===== src/rtl/next_queue_scroller.sv =====
// next_queue_scroller: renders the "next pieces" panel beside the playfield.
//
// Draws NUM_PIECES upcoming tetrominos (orientation 0) in vertically stacked
// slots. The queue is latched only on frame_start, so the panel never tears
// mid-frame. Each queue advance restarts an upward slide of one slot pitch,
// which is removed SCROLL_STEP pixels per frame.
//
// Piece encoding (3 bits): 0 BLANK, 1 I, 2 O, 3 T, 4 J, 5 L, 6 S, 7 Z.
//
// Ports:
//   clk, rst        system clock, asynchronous active-high reset
//   VGA_row/VGA_col pixel currently presented by the VGA timing
//   frame_start     one-cycle pulse at the start of vertical blank
//   queue_advance   one-cycle pulse when the head of the queue is consumed
//   pieces_queue    live queue, entry 0 is the next piece
//   output_color    registered RGB for the pixel presented one cycle earlier
//   active          registered in-panel flag, same stage as output_color
//   scroll_busy     high while a slide is in progress
module next_queue_scroller #(
    parameter int unsigned NUM_PIECES  = 5,
    parameter int unsigned HSTART      = 400,
    parameter int unsigned VSTART      = 40,
    parameter int unsigned TILE_W      = 20,
    parameter int unsigned TILE_H      = 20,
    parameter int unsigned SLOT_ROWS   = 3,
    parameter int unsigned PANEL_COLS  = 6,
    parameter int unsigned SCROLL_STEP = 4,
    parameter logic [23:0] TILE_BLANK_COLOR  = 24'h101010,
    parameter logic [23:0] TETROMINO_I_COLOR = 24'h00FFFF,
    parameter logic [23:0] TETROMINO_O_COLOR = 24'hFFFF00,
    parameter logic [23:0] TETROMINO_T_COLOR = 24'h800080,
    parameter logic [23:0] TETROMINO_J_COLOR = 24'h0000FF,
    parameter logic [23:0] TETROMINO_L_COLOR = 24'hFFA500,
    parameter logic [23:0] TETROMINO_S_COLOR = 24'h00FF00,
    parameter logic [23:0] TETROMINO_Z_COLOR = 24'hFF0000
) (
    input  logic                         clk,
    input  logic                         rst,
    input  logic [9:0]                   VGA_row,
    input  logic [9:0]                   VGA_col,
    input  logic                         frame_start,
    input  logic                         queue_advance,
    input  logic [NUM_PIECES-1:0][2:0]   pieces_queue,
    output logic [23:0]                  output_color,
    output logic                         active,
    output logic                         scroll_busy
);

    localparam int unsigned PITCH_PX  = SLOT_ROWS * TILE_H;
    localparam int unsigned TILE_ROWS = NUM_PIECES * SLOT_ROWS + 1;
    localparam logic [10:0] ROW_LO    = 11'(VSTART);
    localparam logic [10:0] ROW_HI    = 11'(VSTART + TILE_ROWS * TILE_H);
    localparam logic [10:0] COL_LO    = 11'(HSTART);
    localparam logic [10:0] COL_HI    = 11'(HSTART + PANEL_COLS * TILE_W);

    localparam logic [2:0] T_BLANK = 3'd0;
    localparam logic [2:0] T_I     = 3'd1;
    localparam logic [2:0] T_O     = 3'd2;
    localparam logic [2:0] T_T     = 3'd3;
    localparam logic [2:0] T_J     = 3'd4;
    localparam logic [2:0] T_L     = 3'd5;
    localparam logic [2:0] T_S     = 3'd6;
    localparam logic [2:0] T_Z     = 3'd7;

    // Cell (r,c) of the local 2x4 box covered by piece t in orientation 0.
    function automatic logic shape_hit(input logic [2:0] t, input logic r,
                                       input logic [1:0] c);
        logic mid;
        mid = (c == 2'd1) || (c == 2'd2);
        case (t)
            T_I:     shape_hit = !r;
            T_O:     shape_hit = mid;
            T_T:     shape_hit = r ? (c != 2'd3) : (c == 2'd1);
            T_J:     shape_hit = r ? (c != 2'd3) : (c == 2'd0);
            T_L:     shape_hit = r ? (c != 2'd3) : (c == 2'd2);
            T_S:     shape_hit = r ? (c <= 2'd1) : mid;
            T_Z:     shape_hit = r ? mid : (c <= 2'd1);
            default: shape_hit = 1'b0;
        endcase
    endfunction

    function automatic logic [23:0] type_color(input logic [2:0] t);
        case (t)
            T_I:     type_color = TETROMINO_I_COLOR;
            T_O:     type_color = TETROMINO_O_COLOR;
            T_T:     type_color = TETROMINO_T_COLOR;
            T_J:     type_color = TETROMINO_J_COLOR;
            T_L:     type_color = TETROMINO_L_COLOR;
            T_S:     type_color = TETROMINO_S_COLOR;
            T_Z:     type_color = TETROMINO_Z_COLOR;
            default: type_color = TILE_BLANK_COLOR;
        endcase
    endfunction

    logic [NUM_PIECES-1:0][2:0] disp_buf;
    logic [9:0]                 scroll_off;
    logic                       adv_pending;

    // Buffer and scroll offset move only on frame boundaries; an advance in
    // the same cycle as frame_start counts for this frame.
    always_ff @(posedge clk or posedge rst) begin
        if (rst) begin
            disp_buf    <= '0;
            scroll_off  <= '0;
            adv_pending <= 1'b0;
        end else if (frame_start) begin
            disp_buf    <= pieces_queue;
            adv_pending <= 1'b0;
            if (adv_pending || queue_advance) begin
                scroll_off <= 10'(PITCH_PX);
            end else if (scroll_off > 10'(SCROLL_STEP)) begin
                scroll_off <= scroll_off - 10'(SCROLL_STEP);
            end else begin
                scroll_off <= '0;
            end
        end else if (queue_advance) begin
            adv_pending <= 1'b1;
        end
    end

    assign scroll_busy = (scroll_off != '0);

    logic               in_region;
    logic signed [11:0] rel_row;
    logic [9:0]         col_off;
    logic [7:0]         tile_r;
    logic [7:0]         tile_c;
    logic               in_slot;
    logic               local_r;
    logic [1:0]         local_c;
    logic [2:0]         cur_type;
    logic [23:0]        pix_color;

    always_comb begin
        in_region = ({1'b0, VGA_row} >= ROW_LO) && ({1'b0, VGA_row} < ROW_HI) &&
                    ({1'b0, VGA_col} >= COL_LO) && ({1'b0, VGA_col} < COL_HI);
        rel_row   = $signed({2'b00, VGA_row}) - $signed(12'(VSTART)) -
                    $signed({2'b00, scroll_off});
        col_off   = VGA_col - 10'(HSTART);

        // Tile index by comparing against tile boundaries instead of dividing.
        tile_r = '0;
        for (int unsigned i = 1; i < TILE_ROWS; i++) begin
            if (rel_row >= $signed(12'(i * TILE_H))) tile_r = 8'(i);
        end
        tile_c = '0;
        for (int unsigned i = 1; i < PANEL_COLS; i++) begin
            if (col_off >= 10'(i * TILE_W)) tile_c = 8'(i);
        end

        // Slot k owns tile rows SLOT_ROWS*k+1 and +2; anything else is gap.
        in_slot  = 1'b0;
        local_r  = 1'b0;
        cur_type = T_BLANK;
        for (int unsigned k = 0; k < NUM_PIECES; k++) begin
            if (tile_r == 8'(k * SLOT_ROWS + 1)) begin
                in_slot  = 1'b1;
                local_r  = 1'b0;
                cur_type = disp_buf[k];
            end
            if (tile_r == 8'(k * SLOT_ROWS + 2)) begin
                in_slot  = 1'b1;
                local_r  = 1'b1;
                cur_type = disp_buf[k];
            end
        end
        local_c = 2'(tile_c - 8'd1);

        pix_color = TILE_BLANK_COLOR;
        if (in_region && !rel_row[11] && in_slot && (tile_c >= 8'd1) && (tile_c <= 8'd4) &&
            shape_hit(cur_type, local_r, local_c)) begin
            pix_color = type_color(cur_type);
        end
    end

    always_ff @(posedge clk or posedge rst) begin
        if (rst) begin
            output_color <= 24'h000000;
            active       <= 1'b0;
        end else begin
            output_color <= pix_color;
            active       <= in_region;
        end
    end

endmodule

===== config.mk =====
export PLATFORM = sky130hd
export DESIGN_NAME = next_queue_scroller
export DESIGN_NICKNAME = d
export VERILOG_FILES = /design/src/rtl/next_queue_scroller.sv
export SDC_FILE = /design/constraint.sdc
export NUM_CORES = 1
export LEC_CHECK = 0
export BUFFER_PORTS_ARGS = -buffer_cell sky130_fd_sc_hd__buf_4
export CORE_UTILIZATION = 57
export CTS_CLUSTER_SIZE = 30
export DETAILED_ROUTE_END_ITERATION = 8
export PLACE_DENSITY = 0.83
export SLEW_MARGIN = 20
export SYNTH_ARGS = -nofsm -noshare
export SYNTH_HDL_FRONTEND = slang
export SYNTH_SLANG_ARGS = --single-unit

===== constraint.sdc =====
create_clock -name clk -period 5.3 [get_ports clk]
set_input_delay 0.53 -clock clk [delete_from_list [all_inputs] [get_ports clk]]
set_output_delay 0.53 -clock clk [all_outputs]
set_load 0.02 [all_outputs]

==> results of run 1 <==
[placed cells by master (no fill, tap or decap), types with 4 or more instances in the layout]
cell type / count
a21oi_1: 20
and3_1: 4
buf_4: 89
clkbuf_8: 5
dfrtp_1: 34
ha_1: 21
inv_1: 25
mux2_2: 16
mux2i_1: 8
nand2_1: 35
nand2b_1: 4
nand3_1: 17
nand3b_1: 4
nand4_1: 9
nor2_1: 30
nor2b_1: 4
nor3_1: 8
nor4_1: 7
nor4_2: 4
o211ai_1: 4
o21a_1: 5
o21ai_0: 20
or3_1: 7
xnor2_1: 12
xor2_1: 4
[per-stage QoR]
step / total power [mW] / cell area (µm²) / utilization (%) / hold slack [ps] / setup TNS [ps]
finish: 1.33 / 4300 / 72.7 / 319 / 0
global route: 1.41 / 4300 / 72.7 / 370 / -683
CTS: 1.26 / 4180 / 70.6 / 331 / 0
detailed placement: 0.966 / 4040 / 68.2 / 494 / -928
global placement: 0.947 / 4040 / 68.2 / 489 / 0
floorplan: 0.791 / 3490 / - / 473 / 0
[where the power goes]
| part | total, mW | internal [mW] | switching, mW |
|---|---|---|---|
| clock | 0.291 | 0.188 | 0.102 |
| sequential | 0.283 | 0.274 | 0.00875 |
| combinational | 0.757 | 0.319 | 0.438 |
[sequential cells by signal (all words and copies together), names as in the netlist]
register,flops
active,1
disp_buf,15
output_color,9
adv_pending,1
scroll_off,8
[critical path: cells and delay by family]
kind,cells,cell delay (ps)
adders and majority gates,3,820
xor gates and xnor gates,1,160
muxes,1,290
AOI/OAI and AO/OA,9,1970
buffers and inverters,3,290
and+or+nand+nor,7,1300
[cell type report]
cell class,count,area [µm²],area share [%]
Clock inverter,3,68.8,1.60
Timing Repair Buffer,89,668,15.5
Tap cell,75,93.8,2.18
Multi-Input combinational cell,332,2460,57.2
Sequential cell,34,851,19.8
Inverter,25,93.8,2.18
Clock buffer,5,68.8,1.60
[metal layers]
layer  track usage (%)  up-vias
met2              49.6      148
li1                  -     1666
met5                 0        -
met3              3.30       29
met4              11.6        0
met1              31.4     1604
[cells by family (layout without fill, tap and decap cells)]
| logic type | Yosys count | count (layout) | synth area share (%) |
|---|---|---|---|
| multiplexers | 24 | 24 | 7.46 |
| buffers and inverters | 55 | 122 | 7.92 |
| other | 1 | 1 | 0.107 |
| AND/OR/NAND/NOR | 156 | 156 | 23.0 |
| AO/OA/AOI/OAI | 111 | 111 | 24.5 |
| adder cells (fa/ha/maj) | 24 | 24 | 8.60 |
| flip-flops | 34 | 34 | 24.4 |
| XOR/XNOR | 16 | 16 | 4.01 |
[what timing repair did]
item                                    4_1_cts  5_1_grt
gates resized for setup                       0       23
setup buffers                                 0        4
endpoints found under the setup margin        0        9
hold buffers                                  0        0
[path summary, 6_finish.rpt]
| check | cells past startpoint | slack (ps) | from | end |
|---|---|---|---|---|
| min in group clk | 3 | 440 | pieces_queue[12] | disp_buf[12]$_DFFE_PP0P_ |
| max | 24 | 100 | VGA_row[3] | output_color[23]$_DFF_PP0_ |
| min | 3 | 320 | rst | adv_pending$_DFFE_PP0P_ |
| min reg2reg | 1 | 510 | disp_buf[2]$_DFFE_PP0P_ | disp_buf[2]$_DFFE_PP0P_ |
| max in group asynchronous | 3 | 4680 | rst | active$_DFF_PP0_ |
| max reg2reg | 19 | 300 | scroll_off[2]$_DFFE_PP0P_ | output_color[23]$_DFF_PP0_ |
==> results.rst, run 1 <==
.. list-table::
   :header-rows: 1

   * - Metric
     - Value
   * - Result of the run
     - finished clean
   * - Cell area after synthesis
     - 0.00349 mm²
   * - Count of cell types in the netlist
     - 76
   * - Fraction of synthesized cell area taken by the top area cell type
     - 24.4%
   * - Wire length of the first global-routing pass
     - 13800 µm
   * - Cell leakage power
     - ~1.9 nW
   * - Clock sink count
     - 34
   * - Post-synth ARST share
     - 100%
   * - Cells taking the most area after synthesis
     - dfrtp_1 (24%), ha_1 (8.6%), mux2_2 (5.2%), nand2_1 (3.9%), buf_4 (3.4%)
   * - Maximum vdd drop
     - approximately 0.00017 V
   * - Routed WL
     - 8640 µm
   * - Final layout net count
     - 550
   * - Clock transition at the registers of the reported paths
     - 70 ps
   * - Sort of element at the end of the critical path
     - flip-flop
   * - Via density per instance
     - 6.12
   * - Worst-path cell chain
     - buf_4, inv_1, ha_1, nor2b_2, nor2_1, xor2_1, ha_1, nand4_1, a21oi_2, or3_1, a221o_2, a211oi_1, o32a_1, o21ai_4, buf_4, a31o_4, nand2_1, o2111a_1, ha_2, o21ai_0, and3_1, mux2_2, and3_4, a2111oi_2
   * - TritonCTS Buffers
     - 5
   * - Post-layout minimum cycle time
     - 5200 ps
   * - Met1 Wirelength
     - ~3500 µm
   * - Routed len/inst
     - 15.3 µm
   * - Number of non-filler instances in the completed layout
     - 563
   * - Final worst-path cycle share
     - 98.0%
   * - Most numerous cell in the Yosys netlist
     - nand2_1
   * - Detailed-routing iteration count for the pre-antenna-repair pass
     - 7
   * - Met3 layer wire length in the routed design
     - 440 µm
   * - EDFF count, synth
     - 0
   * - Required time of the critical path
     - 5480 ps
   * - Deepest clock path buffer count
     - 2
   * - Antenna diode count
     - 0
   * - Residual overflow from global routing
     - 0
   * - Count of input and output buffers
     - 64
   * - Critical path peak fanout
     - 6
   * - Least-Margin Pin Slew
     - about 670 ps
   * - CTS tree
     - built
   * - Synthesis warning total
     - 0
   * - Register area share after synthesis
     - 24.4%
   * - Overall die height
     - between 80 and 90 µm
   * - Place WS
     - -172 ps
   * - Main synth FF type
     - dfrtp_1
   * - Layout area overhead
     - 23.3%
   * - Number of primary I/O pins
     - 65
   * - CTS Root Cell
     - clkbuf_8
   * - Max-slew violations
     - 0
   * - Std-Cell Rows
     - 28
   * - Fmax
     - 192 MHz
   * - Hold crit path type
     - in -> async
   * - Mean area per synthesized cell
     - 8.29 µm²
   * - Post-detailed-route DRC marker count
     - 0
   * - Antenna-violating nets left
     - 0
   * - Final hold vios
     - 0
   * - Power per unit of standard cell area
     - 309 mW/mm²
   * - Cell count after placement
     - 551
   * - Depth of the CTS H-tree
     - 2
   * - Total number of vias
     - 3447
   * - Startpoint Class
     - primary input
   * - DIE AREA
     - roughly 0.0064 mm²
   * - Count of mapped cells out of synthesis
     - 421
   * - Number of fill cells in the layout
     - 445
   * - Cell at the slowest stage of the critical path
     - a221o_2
   * - Number of synthesized register bits
     - 34
   * - Clock insertion delay at the later pin of the skew report
     - approximately 290 ps
   * - Slowest Stage Delay on Critical Path
     - 440 ps
   * - Layout cells sized above 1
     - 31.8%
   * - Arrival time at the worst endpoint
     - ~5400 ps
   * - Final HPWL DP
     - around 6500 µm
   * - Post-layout worst setup margin
     - 104 ps
   * - Starting Density
     - 59.0%
   * - Crit Path Category
     - in -> reg
   * - Top layer reached by signal wires
     - met4
   * - Pin count of the biggest net entering global routing
     - 35
   * - Relative slew slack
     - 55.0%
   * - Core footprint
     - just under 0.006 mm²
   * - Max-cap viol count
     - 0
   * - Fin Clk Skew
     - 4.52 ps
   * - Final-report setup violation count
     - 0
   * - Post-synth top area cell
     - dfrtp_1
   * - Last weighted congestion value of the routability-driven placer
     - between 0.9 and 1
   * - Most common library cells after synthesis
     - nand2_1 (36), dfrtp_1 (34), nor2_1 (32), inv_1 (25), ha_1 (24)
   * - Die width
     - about 80 µm
   * - Syn Nets
     - 484
   * - Number of global-route vias before repair
     - 3253
   * - Starting DRC count in detailed routing
     - 221
   * - Initial antenna violation count
     - 0
   * - Total met2 wirelength after detailed routing
     - 4490 µm
   * - All-layer global routing usage
     - 27.0%
No activity file was read; power rests on OpenSTA's default activity.
==> run 2, diff against run 1 <==
--- a/config.mk
+++ b/config.mk
@@ -5,11 +5,13 @@
 export SDC_FILE = /design/constraint.sdc
 export NUM_CORES = 1
 export LEC_CHECK = 0
+export ABC_AREA = 1
 export BUFFER_PORTS_ARGS = -buffer_cell sky130_fd_sc_hd__buf_4
 export CORE_UTILIZATION = 57
 export CTS_CLUSTER_SIZE = 30
 export DETAILED_ROUTE_END_ITERATION = 8
-export PLACE_DENSITY = 0.83
+export GPL_TIMING_DRIVEN = 1
+export PLACE_DENSITY = 0.82
 export SLEW_MARGIN = 20
 export SYNTH_ARGS = -nofsm -noshare
 export SYNTH_HDL_FRONTEND = slang
==> run 2 against run 1 <==
Effect of this change: flip-flop and latch count unchanged; first-iteration DRC count down 26%; sequential share of layout area about the same; global-route usage up 0.46 points; synthesized cell count up 31%; clock-buffer cell count up 1; final area about the same; clock skew up 4.2 ps; routed wire length up 3.9%; area after synthesis up 3.2%; register-to-register slack better by 320 ps; cell count up 23%.
==> results.rst, run 2 <==
.. list-table::
   :header-rows: 1

   * - Metric
     - Value
   * - Result of the run
     - finished clean
   * - Maximum vdd drop
     - between 0.00015 and 0.0002 V
   * - Antenna-violating nets left
     - 0
   * - Combined buffer and inverter count along the critical path
     - 5
   * - Post-layout minimum cycle time
     - roughly 5000 ps
   * - Slowest Stage Delay on Critical Path
     - about 340 ps
   * - Area taken by flip-flops and latches
     - 851 µm²
   * - Relative slew slack
     - 55.2%
   * - Pin count of the biggest net entering global routing
     - 35
   * - Antenna diode count
     - 0
   * - Hold crit path type
     - in -> async
   * - Commonest cells after routing, fill and taps aside
     - nand2_1 (148), inv_1 (80), buf_4 (75)
   * - Part of the power in registers
     - 24.5%
   * - Residual overflow from global routing
     - 0
   * - Final worst-path cycle share
     - a little over nine tenths
   * - Post-synth ARST share
     - 100%
   * - Max-slew violations
     - 0
   * - Cell leakage power
     - between 2 and 2.5 nW
   * - Cell at the slowest stage of the critical path
     - o41ai_2
   * - Std-Cell Rows
     - 28
   * - Number of synthesized register bits
     - 34
   * - Synthesis warning total
     - 0
   * - Final HPWL DP
     - 7140 µm
   * - Main synth FF type
     - dfrtp_1
   * - Layout cells sized above 1
     - 26.0%
   * - Count of mapped cells out of synthesis
     - 551
   * - Post-CTS Hold Buffers
     - 0
   * - Total number of vias
     - 3703
   * - Commonest non-fill, non-tap cell in the layout
     - nand2_1
   * - Overall die height
     - 81.5 µm
   * - Area used by multi-input combinational logic
     - between 0.002 and 0.0025 mm²
   * - Startpoint Class
     - primary input
   * - Internal power component
     - 611 µW
   * - Register with the most flip-flops
     - disp_buf
   * - Wire length of the first global-routing pass
     - 14400 µm
   * - Syn Nets
     - 614
   * - Switching component of the power
     - 532 µW
   * - Switching share of total power
     - between 40% and 50%
   * - Mean area per synthesized cell
     - approximately 6.5 µm²
   * - Routed len/inst
     - around 13 µm
   * - Number of fill cells in the layout
     - 513
   * - Fraction of synthesized cell area taken by the top area cell type
     - roughly a quarter
   * - DIE AREA
     - 0.00664 mm²
   * - CTS Root Cell
     - clkbuf_8
   * - Most numerous cell in the Yosys netlist
     - nand2_1
   * - Most Frequent Cell on Critical Path
     - nand2_1
   * - Fin Clk Skew
     - 8.71 ps
   * - Worst hold slack
     - approximately 340 ps
   * - Required time of the critical path
     - 5480 ps
   * - Number of global-route vias before repair
     - ~3400
   * - Number of primary I/O pins
     - 65
   * - Register area share after synthesis
     - between 20% and 30%
   * - Final layout net count
     - 677
   * - Least-Margin Pin Slew
     - 664 ps
   * - Depth of the CTS H-tree
     - 2
   * - Detailed-routing iteration count for the pre-antenna-repair pass
     - 7
   * - Final-report setup violation count
     - 0
   * - All-layer global routing usage
     - 27.5%
   * - EDFF count, synth
     - 0
   * - Clock insertion delay at the later pin of the skew report
     - 290 ps
   * - Count of cell types in the netlist
     - 44
   * - Cells taking the most area after synthesis
     - dfrtp_1 (24%), nand2_1 (16%), inv_1 (8.4%), ha_1 (8.3%), nor2_1 (4.7%)
   * - Most common library cells after synthesis
     - nand2_1 (150), inv_1 (81), nor2_1 (45), dfrtp_1 (34), nand3_1 (27)
   * - Arrival time at the worst endpoint
     - 5180 ps
   * - Number of flip-flops in the largest register
     - 15
   * - Initial antenna violation count
     - 0
   * - Largest registers
     - disp_buf (15), output_color (9), scroll_off (8)
   * - Starting Density
     - 59.8%
   * - Clock sink count
     - 34
   * - Via density per instance
     - 5.37
   * - Fmax
     - 200 MHz
   * - TritonCTS Buffers
     - 5
   * - Starting DRC count in detailed routing
     - 163
   * - Final design instance area without fill
     - 0.00430 mm²
   * - Overall power after layout
     - ~1.1 mW
   * - Die width
     - 81.5 µm
   * - Critical path peak fanout
     - 7
   * - Part of the power in combinational logic
     - between 50% and 60%
   * - Crit Path Category
     - in -> reg
   * - Count of input and output buffers
     - 64
   * - CTS tree
     - built
   * - Max-cap viol count
     - 0
   * - Layout area overhead
     - 19.4%
   * - Clock transition at the registers of the reported paths
     - 80 ps
   * - Clock power frac
     - 16.7%
   * - Power per unit of standard cell area
     - 266 mW/mm²
   * - Sort of element at the end of the critical path
     - flip-flop
   * - Routed WL
     - 8970 µm
   * - Post-synth top area cell
     - dfrtp_1
   * - Deepest clock path buffer count
     - 2
   * - Post-detailed-route DRC marker count
     - 0
   * - Last weighted congestion value of the routability-driven placer
     - 0.911
   * - Cell area after synthesis
     - 0.00360 mm²
   * - Largest delay contributor family on the critical path
     - simple AND/OR/NAND/NOR gates
   * - Final hold vios
     - 0
   * - Instance area at placement
     - 0.00410 mm²
   * - Core footprint
     - 0.00603 mm²
-- run 2: changes by cell type in the layout (fill, tap and decap cells not counted), sizes merged, moves of 11 or more --
| cell | delta |
|---|---|
| mux2 | -16 |
| buf | -14 |
| inv | +68 |
| nand2 | +140 |
| xnor2 | -11 |
| nor2 | +22 |
| nand3 | +17 |
-- run 2: layer usage --
layer,vias to the layer above,share of wire [%],GRT usage [%],wire [µm]
li1,1874,-,-,-
met1,1705,44,35.2,3990
met2,113,49,48.3,4440
met3,11,5.1,4.11,454
met4,0,1.1,6.25,99
met5,-,0,0,0
-- run 2: cells by family after synthesis --
kind of cell / synth area share, %
AND/OR/NAND/NOR: 40.1
adder cells (fa/ha/maj): 8.33
XOR/XNOR: 2.43
AO/OA/AOI/OAI: 11.8
buffers and inverters: 13.7
flip-flops: 23.6
other: 0.104
-- run 2: cell type report --
cell class	count	area share [%]
flip-flops and latches	34	19.8
well taps	75	2.18
repair buffers	75	13.1
inverters	97	8.46
multi-input cells	401	54.5
clock buffers	6	1.69
clock inverters	2	0.320
-- run 2: worst reg2reg max path, delay by kind of cell (launching register included) --
family          cells  cell delay (ps)
simple gates       23             2220
buf+inv             4              590
compound gates      5              810
flops               1              390
fa+ha+maj           2              550
-- run 2: power groups by stage --
stage          clock [mW]  combinational, mW  sequential, mW
2_1_floorplan           0              0.454           0.282
3_3_place_gp            0              0.586           0.284
3_5_place_dp            0              0.602           0.284
4_1_cts             0.193              0.606           0.280
5_1_grt             0.204              0.750           0.281
6_report            0.191              0.672           0.280
-- run 2: timing repair --
item | in CTS | in global routing
buffers inserted | 0 | 4
endpoints found under the hold margin | 0 | 0
resized for setup | 0 | 22
setup endpoints to repair | 0 | 9
-- run 2: path summary, 6_finish.rpt --
check                                        endpoint                      start  slack, ps  cells after the start
setup / recovery           output_color[22]$_DFF_PP0_                 VGA_row[3]        300                     38
hold / removal                disp_buf[8]$_DFFE_PP0P_                        rst        340                      3
setup reg to reg           output_color[22]$_DFF_PP0_  scroll_off[2]$_DFFE_PP0P_        620                     34
hold reg to reg               disp_buf[1]$_DFFE_PP0P_    disp_buf[1]$_DFFE_PP0P_        490                      2
max in group asynchronous     disp_buf[2]$_DFFE_PP0P_                        rst       4650                      3
min in group clk             disp_buf[12]$_DFFE_PP0P_           pieces_queue[12]        450                      3
-- run 2: metrics by stage --
step | TNS [ps] | instances | util (%) | setup slack [ps]
floorplan | 0 | 551 | - | 262
global placement | -17.2 | 678 | 68.1 | -7.27
detailed placement | -1310 | 678 | 68.1 | -194
CTS | 0 | 686 | 69.5 | 83.2
global route | -334 | 690 | 71.4 | -64.2
finish | 0 | 690 | 71.4 | 298
==> run 3, diff against run 2 <==
--- a/config.mk
+++ b/config.mk
@@ -7,11 +7,12 @@
 export LEC_CHECK = 0
 export ABC_AREA = 1
 export BUFFER_PORTS_ARGS = -buffer_cell sky130_fd_sc_hd__buf_4
-export CORE_UTILIZATION = 57
+export CORE_UTILIZATION = 55
+export CTS_BUF_LIST = sky130_fd_sc_hd__clkbuf_16
 export CTS_CLUSTER_SIZE = 30
 export DETAILED_ROUTE_END_ITERATION = 8
 export GPL_TIMING_DRIVEN = 1
-export PLACE_DENSITY = 0.82
+export PLACE_DENSITY = 0.8
 export SLEW_MARGIN = 20
 export SYNTH_ARGS = -nofsm -noshare
 export SYNTH_HDL_FRONTEND = slang
==> constraint.sdc (replaced) <==
create_clock -name clk -period 5 [get_ports clk]
set_input_delay 0.5 -clock clk [delete_from_list [all_inputs] [get_ports clk]]
set_output_delay 0.5 -clock clk [all_outputs]
set_load 0.02 [all_outputs]
==> run 3 against run 2 <==
Effect of this change: total power up 27%; cell count up 4.3%; global-route usage down 0.20 points; critical path type unchanged; largest power group unchanged; highest routed layer unchanged.
==> results.rst, run 3 (synthesized netlist as in run 2, its figures left out) <==
.. list-table::
   :header-rows: 1

   * - Metric
     - Value
   * - Result of the run
     - finished clean
   * - Part of the power in combinational logic
     - between 50% and 60%
   * - Routed WL
     - around 9700 µm
   * - Part of the power in registers
     - 20.4%
   * - Combined buffer and inverter count along the critical path
     - 7
   * - Least-Margin Pin Slew
     - between 500 and 600 ps
   * - TritonCTS Buffers
     - 5
   * - Cell leakage power
     - 2.49 nW
   * - Startpoint Class
     - primary input
   * - Max-slew violations
     - 0
   * - Slowest Stage Delay on Critical Path
     - 360 ps
   * - Deepest clock path buffer count
     - 2
   * - Die width
     - 82.9 µm
   * - Cell at the slowest stage of the critical path
     - ha_1
   * - Maximum vdd drop
     - 0.000214 V
   * - Clock transition at the registers of the reported paths
     - 60 ps
   * - Critical path peak fanout
     - 4
   * - All-layer global routing usage
     - 27.3%
   * - Largest registers
     - disp_buf (15), output_color (9), scroll_off (8)
   * - DIE AREA
     - 0.00688 mm²
   * - Final design instance area without fill
     - around 0.0047 mm²
   * - Layout area overhead
     - 29.7%
   * - Number of primary I/O pins
     - 65
   * - Pin count of the biggest net entering global routing
     - 35
   * - Area used by multi-input combinational logic
     - 0.00244 mm²
   * - Core footprint
     - 0.00635 mm²
   * - Clock sink count
     - 34
   * - Post-CTS Hold Buffers
     - 0
   * - Routed len/inst
     - 13.5 µm
   * - Layout cells sized above 1
     - 30.8%
   * - Commonest cells after routing, fill and taps aside
     - nand2_1 (148), buf_4 (102), inv_1 (76)
   * - Final HPWL DP
     - 7350 µm
   * - Final layout net count
     - 705
   * - Number of fill cells in the layout
     - between 400 and 500
   * - Relative slew slack
     - 61.8%
   * - Residual overflow from global routing
     - 0
   * - Via density per instance
     - 5.30
   * - Final hold vios
     - 0
   * - CTS tree
     - built
   * - Most Frequent Cell on Critical Path
     - nand2_1
   * - Starting DRC count in detailed routing
     - roughly 280
   * - Overall die height
     - approximately 83 µm
   * - Area taken by flip-flops and latches
     - 851 µm²
   * - Std-Cell Rows
     - 29
   * - Max-cap viol count
     - 0
   * - Switching share of total power
     - 44.1%
   * - Required time of the critical path
     - about 5000 ps
   * - Number of non-filler instances in the completed layout
     - just over 700
   * - Arrival time at the worst endpoint
     - between 4000 and 5000 ps
   * - Switching component of the power
     - 642 µW
   * - Clock power frac
     - 20.8%
   * - Fin Clk Skew
     - 3.21 ps
   * - Final worst-path cycle share
     - a little over nine tenths
   * - Depth of the CTS H-tree
     - 2
   * - Antenna diode count
     - 0
   * - Instance area at placement
     - 0.00431 mm²
   * - Antenna-violating nets left
     - 0
   * - Detailed-routing iteration count for the pre-antenna-repair pass
     - 5
   * - Initial antenna violation count
     - 0
   * - Cell count after placement
     - 707
   * - Hold crit path type
     - in -> async
   * - Post-layout minimum cycle time
     - 4840 ps
   * - Crit Path Category
     - in -> reg
   * - Largest delay contributor family on the critical path
     - simple AND/OR/NAND/NOR gates
   * - Final-report setup violation count
     - 0
   * - Last weighted congestion value of the routability-driven placer
     - 0.901
   * - Clock insertion delay at the later pin of the skew report
     - 280 ps
   * - Wire length of the first global-routing pass
     - 15600 µm
   * - Number of global-route vias before repair
     - ~3600
   * - Total number of vias
     - about 3800
   * - Power per unit of standard cell area
     - 311 mW/mm²
   * - Starting Density
     - 56.7%
   * - Count of input and output buffers
     - 64
   * - Internal power component
     - between 800 and 900 µW
   * - Number of flip-flops in the largest register
     - 15
   * - Worst hold slack
     - 317 ps
   * - Post-detailed-route DRC marker count
     - 0
   * - Sort of element at the end of the critical path
     - flip-flop
   * - Commonest non-fill, non-tap cell in the layout
     - nand2_1
   * - CTS Root Cell
     - clkbuf_16
   * - Fmax
     - 207 MHz
   * - Register with the most flip-flops
     - disp_buf
[run 3: repair_timing]
| action | in CTS | in global routing |
|---|---|---|
| resized for setup | 0 | 43 |
| endpoints found under the setup margin | 0 | 9 |
| buffers inserted | 0 | 5 |
[run 3: final cells by class]
cell class,count,share of cell area (%)
clock buffers,5,2.68
clock inverters,3,0.348
inverters,97,7.90
multi-input cells,401,52.2
flip-flops and latches,34,18.2
well taps,77,2.06
repair buffers,103,16.6
[run 3: final timing paths]
path / start / end / slack (ps) / cells past startpoint
max: VGA_row[4] / output_color[12]$_DFF_PP0_ / 160 / 42
min: rst / output_color[14]$_DFF_PP0_ / 320 / 3
max reg2reg: scroll_off[4]$_DFFE_PP0P_ / output_color[12]$_DFF_PP0_ / 350 / 35
min reg2reg: disp_buf[5]$_DFFE_PP0P_ / disp_buf[5]$_DFFE_PP0P_ / 480 / 2
max in group asynchronous: rst / scroll_off[2]$_DFFE_PP0P_ / 4360 / 3
min in group clk: pieces_queue[0] / disp_buf[0]$_DFFE_PP0P_ / 420 / 3
[run 3: worst reg2reg max path, delay by kind of cell (launching register included)]
family,cells,cell delay [ps]
compound gates,6,860
fa+ha+maj,2,580
buf+inv,5,550
flops,1,390
simple gates,22,2130
[run 3: per-stage QoR]
stage	setup TNS (ps)	util (%)	setup slack (ps)	power (mW)
floorplan	0	-	88.6	0.787
global placement	-237	67.9	-42.1	0.989
detailed placement	-1450	67.9	-197	1.01
CTS	0	70.2	53.4	1.31
global route	-1510	73.6	-182	1.55
finish	0	73.6	164	1.45
[run 3: per-layer routing]
layer	wire length, µm	track usage [%]	vias to the layer above	part of all wire [%]
li1	-	-	1927	-
met1	4240	34.8	1749	44
met2	4890	48.4	128	50
met3	446	3.38	15	4.6
met4	162	7.68	0	1.7
met5	0	0	-	0
[run 3: power by group through the flow]
stage	Clock, mW	Combinational [mW]	Sequential, mW
after floorplan	0	0.488	0.299
after global placement	0	0.689	0.301
after detailed placement	0	0.705	0.301
after CTS	0.306	0.712	0.296
after global routing	0.313	0.935	0.298
final	0.302	0.855	0.297
